==> config.mk <==
export PLATFORM = sky130hd
export DESIGN_NAME = fetch_unit
export DESIGN_NICKNAME = d
export VERILOG_FILES = /design/src/rtl/fetch_unit.sv
export SDC_FILE = /design/constraint.sdc
export NUM_CORES = 1
export LEC_CHECK = 0
export BUFFER_PORTS_ARGS = -buffer_cell sky130_fd_sc_hd__buf_2
export CAP_MARGIN = 30
export CORE_MARGIN = 4
export CORE_UTILIZATION = 47
export DETAILED_ROUTE_END_ITERATION = 8
export HOLD_SLACK_MARGIN = 0.08
export MAX_ROUTING_LAYER = met4
export PLACE_DENSITY = 0.81
export SYNTH_ARGS = -nofsm -noshare
export SYNTH_HDL_FRONTEND = slang
export SYNTH_SLANG_ARGS = --single-unit
==> constraint.sdc <==
create_clock -name clk -period 2 [get_ports clk]
set_input_delay 0.2 -clock clk [delete_from_list [all_inputs] [get_ports clk]]
set_output_delay 0.2 -clock clk [all_outputs]
set_load 0.02 [all_outputs]
==> src/rtl/fetch_unit.sv <==
// Fetch stage for the 4-bit CPU: owns the PC and captures one- or two-byte
// instructions into a fetch register handed to decode over valid/ready.
module fetch_unit #(
    parameter logic [7:0] RESET_PC   = 8'h00,
    parameter logic [7:0] HLT_OPCODE = 8'hF0
) (
    input  logic       clk,
    input  logic       rst,
    output logic [7:0] pc_out,
    input  logic [7:0] instr_in,
    input  logic [7:0] next_byte_in,
    input  logic       branch_valid,
    input  logic [7:0] branch_target,
    output logic       ir_valid,
    input  logic       ir_ready,
    output logic [7:0] ir_opcode,
    output logic [7:0] ir_operand,
    output logic       ir_two_byte,
    output logic [7:0] ir_pc,
    output logic       halted
);

    typedef enum logic {
        RUN  = 1'b0,
        HALT = 1'b1
    } state_t;

    state_t     state_reg, state_next;
    logic [7:0] pc_reg, pc_next;
    logic       ir_valid_reg, ir_valid_next;
    logic [7:0] ir_opcode_reg, ir_opcode_next;
    logic [7:0] ir_operand_reg, ir_operand_next;
    logic       ir_two_byte_reg, ir_two_byte_next;
    logic [7:0] ir_pc_reg, ir_pc_next;
    logic       halted_reg, halted_next;

    logic       two_byte;
    logic       load;

    assign two_byte = (instr_in[7:6] == 2'b10);

    // A slot is free when the IR is empty or being consumed; a redirect
    // always wins so nothing is fetched from the stale PC.
    assign load = (state_reg == RUN) && !branch_valid &&
                  (!ir_valid_reg || ir_ready);

    always_comb begin
        state_next       = state_reg;
        pc_next          = pc_reg;
        ir_valid_next    = ir_valid_reg;
        ir_opcode_next   = ir_opcode_reg;
        ir_operand_next  = ir_operand_reg;
        ir_two_byte_next = ir_two_byte_reg;
        ir_pc_next       = ir_pc_reg;
        halted_next      = halted_reg;

        if (branch_valid) begin
            pc_next       = branch_target;
            ir_valid_next = 1'b0;
            state_next    = RUN;
            halted_next   = 1'b0;
        end else if (load) begin
            ir_opcode_next   = instr_in;
            ir_operand_next  = two_byte ? next_byte_in : 8'h00;
            ir_two_byte_next = two_byte;
            ir_pc_next       = pc_reg;
            ir_valid_next    = 1'b1;
            pc_next          = pc_reg + (two_byte ? 8'd2 : 8'd1);
            if (instr_in == HLT_OPCODE) begin
                state_next  = HALT;
                halted_next = 1'b1;
            end
        end else if (ir_valid_reg && ir_ready) begin
            ir_valid_next = 1'b0;
        end
    end

    always_ff @(posedge clk) begin
        if (rst) begin
            state_reg       <= RUN;
            pc_reg          <= RESET_PC;
            ir_valid_reg    <= 1'b0;
            ir_opcode_reg   <= 8'h00;
            ir_operand_reg  <= 8'h00;
            ir_two_byte_reg <= 1'b0;
            ir_pc_reg       <= 8'h00;
            halted_reg      <= 1'b0;
        end else begin
            state_reg       <= state_next;
            pc_reg          <= pc_next;
            ir_valid_reg    <= ir_valid_next;
            ir_opcode_reg   <= ir_opcode_next;
            ir_operand_reg  <= ir_operand_next;
            ir_two_byte_reg <= ir_two_byte_next;
            ir_pc_reg       <= ir_pc_next;
            halted_reg      <= halted_next;
        end
    end

    assign pc_out      = pc_reg;
    assign ir_valid    = ir_valid_reg;
    assign ir_opcode   = ir_opcode_reg;
    assign ir_operand  = ir_operand_reg;
    assign ir_two_byte = ir_two_byte_reg;
    assign ir_pc       = ir_pc_reg;
    assign halted      = halted_reg;

endmodule

# [Word-level counts from Yosys, hierarchy flattened]
# Index checks and enable logic that the tools add are counted.
# W data, S select, Z words.
[classes] addsub=1 order_cmp=0 n_eq_ne=2 n_bitwise=2 n_div=0 muxes=6 reduce_logical=11 multipliers=0 n_shift=0
[ops] op="$mux W8" count=3
[ops] op="$add A8 B2 Y8" count=1
[ops] op="$eq A8 B8 Y1 const B" count=1
[ops] op="$reduce_and A2 Y1" count=2
[ops] op="$reduce_bool A2 Y1" count=2
[ops] op="$logic_and A1 B1 Y1" count=3
[ops] op="$eq A2 B2 Y1 const B" count=1
[ops] op="$logic_not A1 Y1" count=2
[ops] op="$mux W1" count=2
[ops] op="$mux W2" count=1
[ops] op="$not A1 Y1" count=2
[ops] op="$reduce_or A2 Y1" count=1
[ops] op="$logic_or A1 B1 Y1" count=1
[word_totals] ram_bits=0 mem_count=0 in_bits=28 rom_bits=0 elab_cells=29 latch_bits=0 register_bits=35

# [Longest topological paths before layout]
[depth] ltp_word=5 ltp_mapped=8

# [Least setup slack after synthesis]
# No wires, ideal clock.
[synth_timing] kind="register -> register" startpoint="register pc_reg[0] (netlist: pc_out[0])" endpoint="register pc_reg[6] (netlist: pc_out[6])" path_buffers=0 required_ns=1.878 stages_incl_launch_ff=7 setup_slack_ns=0.290 arrival_time_ns=1.588 cell_sequence="dfxtp_1 > inv_1 > nor2_1 > ha_1 > inv_1 > a2111o_1 > o311a_1"
[synth_between] elab_chain_len=3
[synth_lines] item="start, declared" line_no="29" rtl="logic [7:0] pc_reg, pc_next;"
[synth_lines] item="start signal, assigned" line_no="90" rtl="pc_reg <= pc_next;"
[synth_lines] item="$add A8 B2 Y8" line_no="68" rtl="pc_next = pc_reg + (two_byte ? 8'd2 : 8'd1);"
[synth_lines] item="$mux W8" line_no="62" rtl="end else if (load) begin"
[synth_lines] item="$mux W8" line_no="57" rtl="if (branch_valid) begin"
# Every way passes these cells. The select of a mux whose other input is x is not followed.
# A chain may end at the register's enable or synchronous reset.

# [Worst setup path in the final report]
[layout_timing] startpoint="register pc_reg[1] (netlist: pc_out[1])" endpoint="register pc_reg[6] (netlist: pc_out[6])"
# Same word-level chain as after synthesis.

==> results.cfg <==
[status]
status = completed

[power]
p_leak_nw = 0.913
powerDensity_nw_per_um2 = 689
vdd_ir_drop_max_mv = 0.485

[logic_synthesis]
syn_inst = 191
synth_simple_gate_area_share_pct = 22.9
avgSynthCellArea_um2 = 8.07
ys_seq_area_share_pct = 45.5
synth_seq_cells = 35
syn_nets = 220
synth_compound_area_share_pct = 20.7
yosys.area.top_type_share_pct = 45.5
synthTopCellsByArea = dfxtp_1 45%, nand2_1 11%, a21oi_1 10%
yosysTopAreaCell = dfxtp_1
synth_edf_count = 0
synth.cell_area_um2 = 1540
synthAdderAreaFrac_pct = 0.812
synth_top_family_by_area = simple AND/OR/NAND/NOR gates
synth_xor_area_share_pct = 3.41
synth_warnings = 0
async_reset_ff_share_pct = 0
muxShareOfSynthArea_pct = 0
synth_ff_type = dfxtp_1
synth.distinct_cells = 31

[die]
core_area_um2 = 3100
die-area_um2 = 4260
rows = 20
num_io_pins = 63
start_util_pct = 49.7
die_x_um = 65.3
die_y_um = 65.3

[cts]
cts_tree = yes
numCtsBuffers = 5
cts_root_buffer = clkbuf_4
clock_sinks = 35
clk_pin_slew_ns = 0.10
clock_latency_ns = 0.34
ctsHoldBuffers = 7
cts.path.max_buffers = 2
htree_levels = 2
cts_resized = 0
post_cts_buffers = 0

[global_routing]
grt_max_degree = 28
grt_pass1_vias = 1367
grt_remaining_overflow = 0
use_met2_pct = 32.2
top_usage_layer = met2
grt_pass1_wl_mm = 6.32
grt_usage_pct = 20.4
grtUsageMet1_pct = 23.1
antenna_found_initial = 0
grt.met3_usage_pct = 7.18

[place]
gp_congestion = 0.794
placed_area_um2 = 1890
dp_hpwl_mm = 2.68
port_buffers = 62

[worst_setup_path]
critPathCapture = pc_out[6]
cp.depth = 5
path_cells = xnor2_1, ha_1, inv_1, a2111o_1, o311a_1
rrSetupSlack_ns = 0.31
critPathSlowestCell = dfxtp_1
critPathBufInv = 1
critPathTopFamily = compound AO/OA/AOI/OAI gates
reg2reg_to = pc_out[6]
critPathCaptureType = flip-flop
startpoint = pc_out[1]
arrival_ns = 1.93
critPathKind = reg -> reg
worstPathMaxFanout = 7
required_ns = 2.23
critPathMaxStageDelay_ns = 0.49
crit_path_start_kind = flip-flop
worstRegToRegCells = 5
reg2reg_from = pc_out[1]

[route]
post_drt_wl_per_cell_um = 12.6
ant_nets = 0
num_vias = 1520
drt_pass1_iterations = 4
routed_via_density = 4.98
drc = 0
wl_mm = 3.84
drt_iter0_drc = 92

[timing]
slew_viol_final = 0
worstMarginPinSlew_ns = 0.792
clock_skew_ns = 0.00873
slew_headroom_pct = 47.2
tns_ns = 0
hold_viol = 0
rsz0062_at_grt = false
setup_viol = 0
min_period_ns = 1.69
period_share_pct = 84.7
max_freq_ghz = 0.590

[layout]
drive_above_1_share_pct = 31.0
antenna_cells = 0
seqCellArea_um2 = 701
fillers = 294
design_area_um2 = 2020
multiInputGateArea_um2 = 737
area_growth_pct = 30.8
fin_nets = 289

[run]
cap_violations = 0

[hold_path]
holdCritPathClass = in -> reg
## cell type report
| cell class | count | share of cell area [%] |
|---|---|---|
| multi-input cells | 132 | 36.5 |
| flip-flops and latches | 35 | 34.7 |
| repair buffers | 76 | 21.5 |
| well taps | 44 | 2.73 |
| clock buffers | 6 | 2.05 |
| inverters | 10 | 1.86 |
| clock inverters | 2 | 0.620 |
## synthesized netlist by cell type, types with 4 or more instances
cell type / n
nand3_1: 9
nor2b_1: 4
buf_2: 5
a21oi_1: 31
nor2_1: 4
inv_1: 10
clkbuf_1: 7
nor3_1: 5
dfxtp_1: 35
nand2_1: 45
o21a_1: 6
## cells by family after synthesis
kind of cell / count (synthesis)
buf+inv: 24
xor+xnor: 6
fa+ha+maj: 1
compound gates: 49
flops: 35
simple gates: 76
## report_power, final
| group | internal, mW | switching [mW] | leakage (nW) |
|---|---|---|---|
| clock network | 0.136 | 0.231 | 0.0282 |
| registers | 0.732 | 0.0283 | 0.287 |
| logic | 0.107 | 0.156 | 0.598 |
| total | 0.974 | 0.415 | 0.913 |
## worst min-delay path: cells and delay by family
family                 cells  cell delay (ns)
and+or+nand+nor            1             0.05
AOI/OAI and AO/OA          1             0.06
buffers and inverters      1             0.09
## placed cells by master, fill, tap and decap left out, drive strengths merged, types with 2 or more instances in the layout
cell type	n
buf	69
a2111oi	3
xnor2	3
inv	10
a211oi	3
o21a	6
xor2	3
nand2b	2
nor3	6
nor2	4
a21oi	31
nor2b	4
clkbuf	6
nand3	9
dlygate4sd3	7
dfxtp	35
nand2	45
## per-layer routing
metal / part of all wire (%) / up-vias
li1: - / 783
met3: 7.5 / 6
met2: 46 / 52
met1: 44 / 679
met5: 0 / -
met4: 2.1 / 0
## per-stage QoR
stage | utilization [%] | setup WS, ns | hold WS (ns) | cells | power [mW]
floorplan | - | 0.290 | 0.333 | 191 | 0.935
global placement | 61.0 | 0.256 | 0.424 | 290 | 1.02
detailed placement | 61.0 | 0.206 | 0.428 | 290 | 1.03
CTS | 65.0 | 0.247 | 0.0838 | 305 | 1.41
global route | 65.0 | 0.0519 | 0.0812 | 305 | 1.48
finish | 65.0 | 0.306 | 0.109 | 305 | 1.39
## worst min-delay path by stage
| stage | slack, ns | depth (start not counted) | to | from |
|---|---|---|---|---|
| after floorplan | 0.33 | 1 | pc_out[5] | branch_target[5] |
| after global placement | 0.42 | 2 | pc_out[5] | branch_target[5] |
| after detailed placement | 0.43 | 2 | pc_out[5] | branch_target[5] |
| after CTS | 0.08 | 3 | ir_operand[0] | next_byte_in[0] |
| after global routing | 0.08 | 3 | ir_operand[0] | next_byte_in[0] |
| final | 0.11 | 3 | ir_operand[0] | next_byte_in[0] |
(Power assumes the default switching activity.)
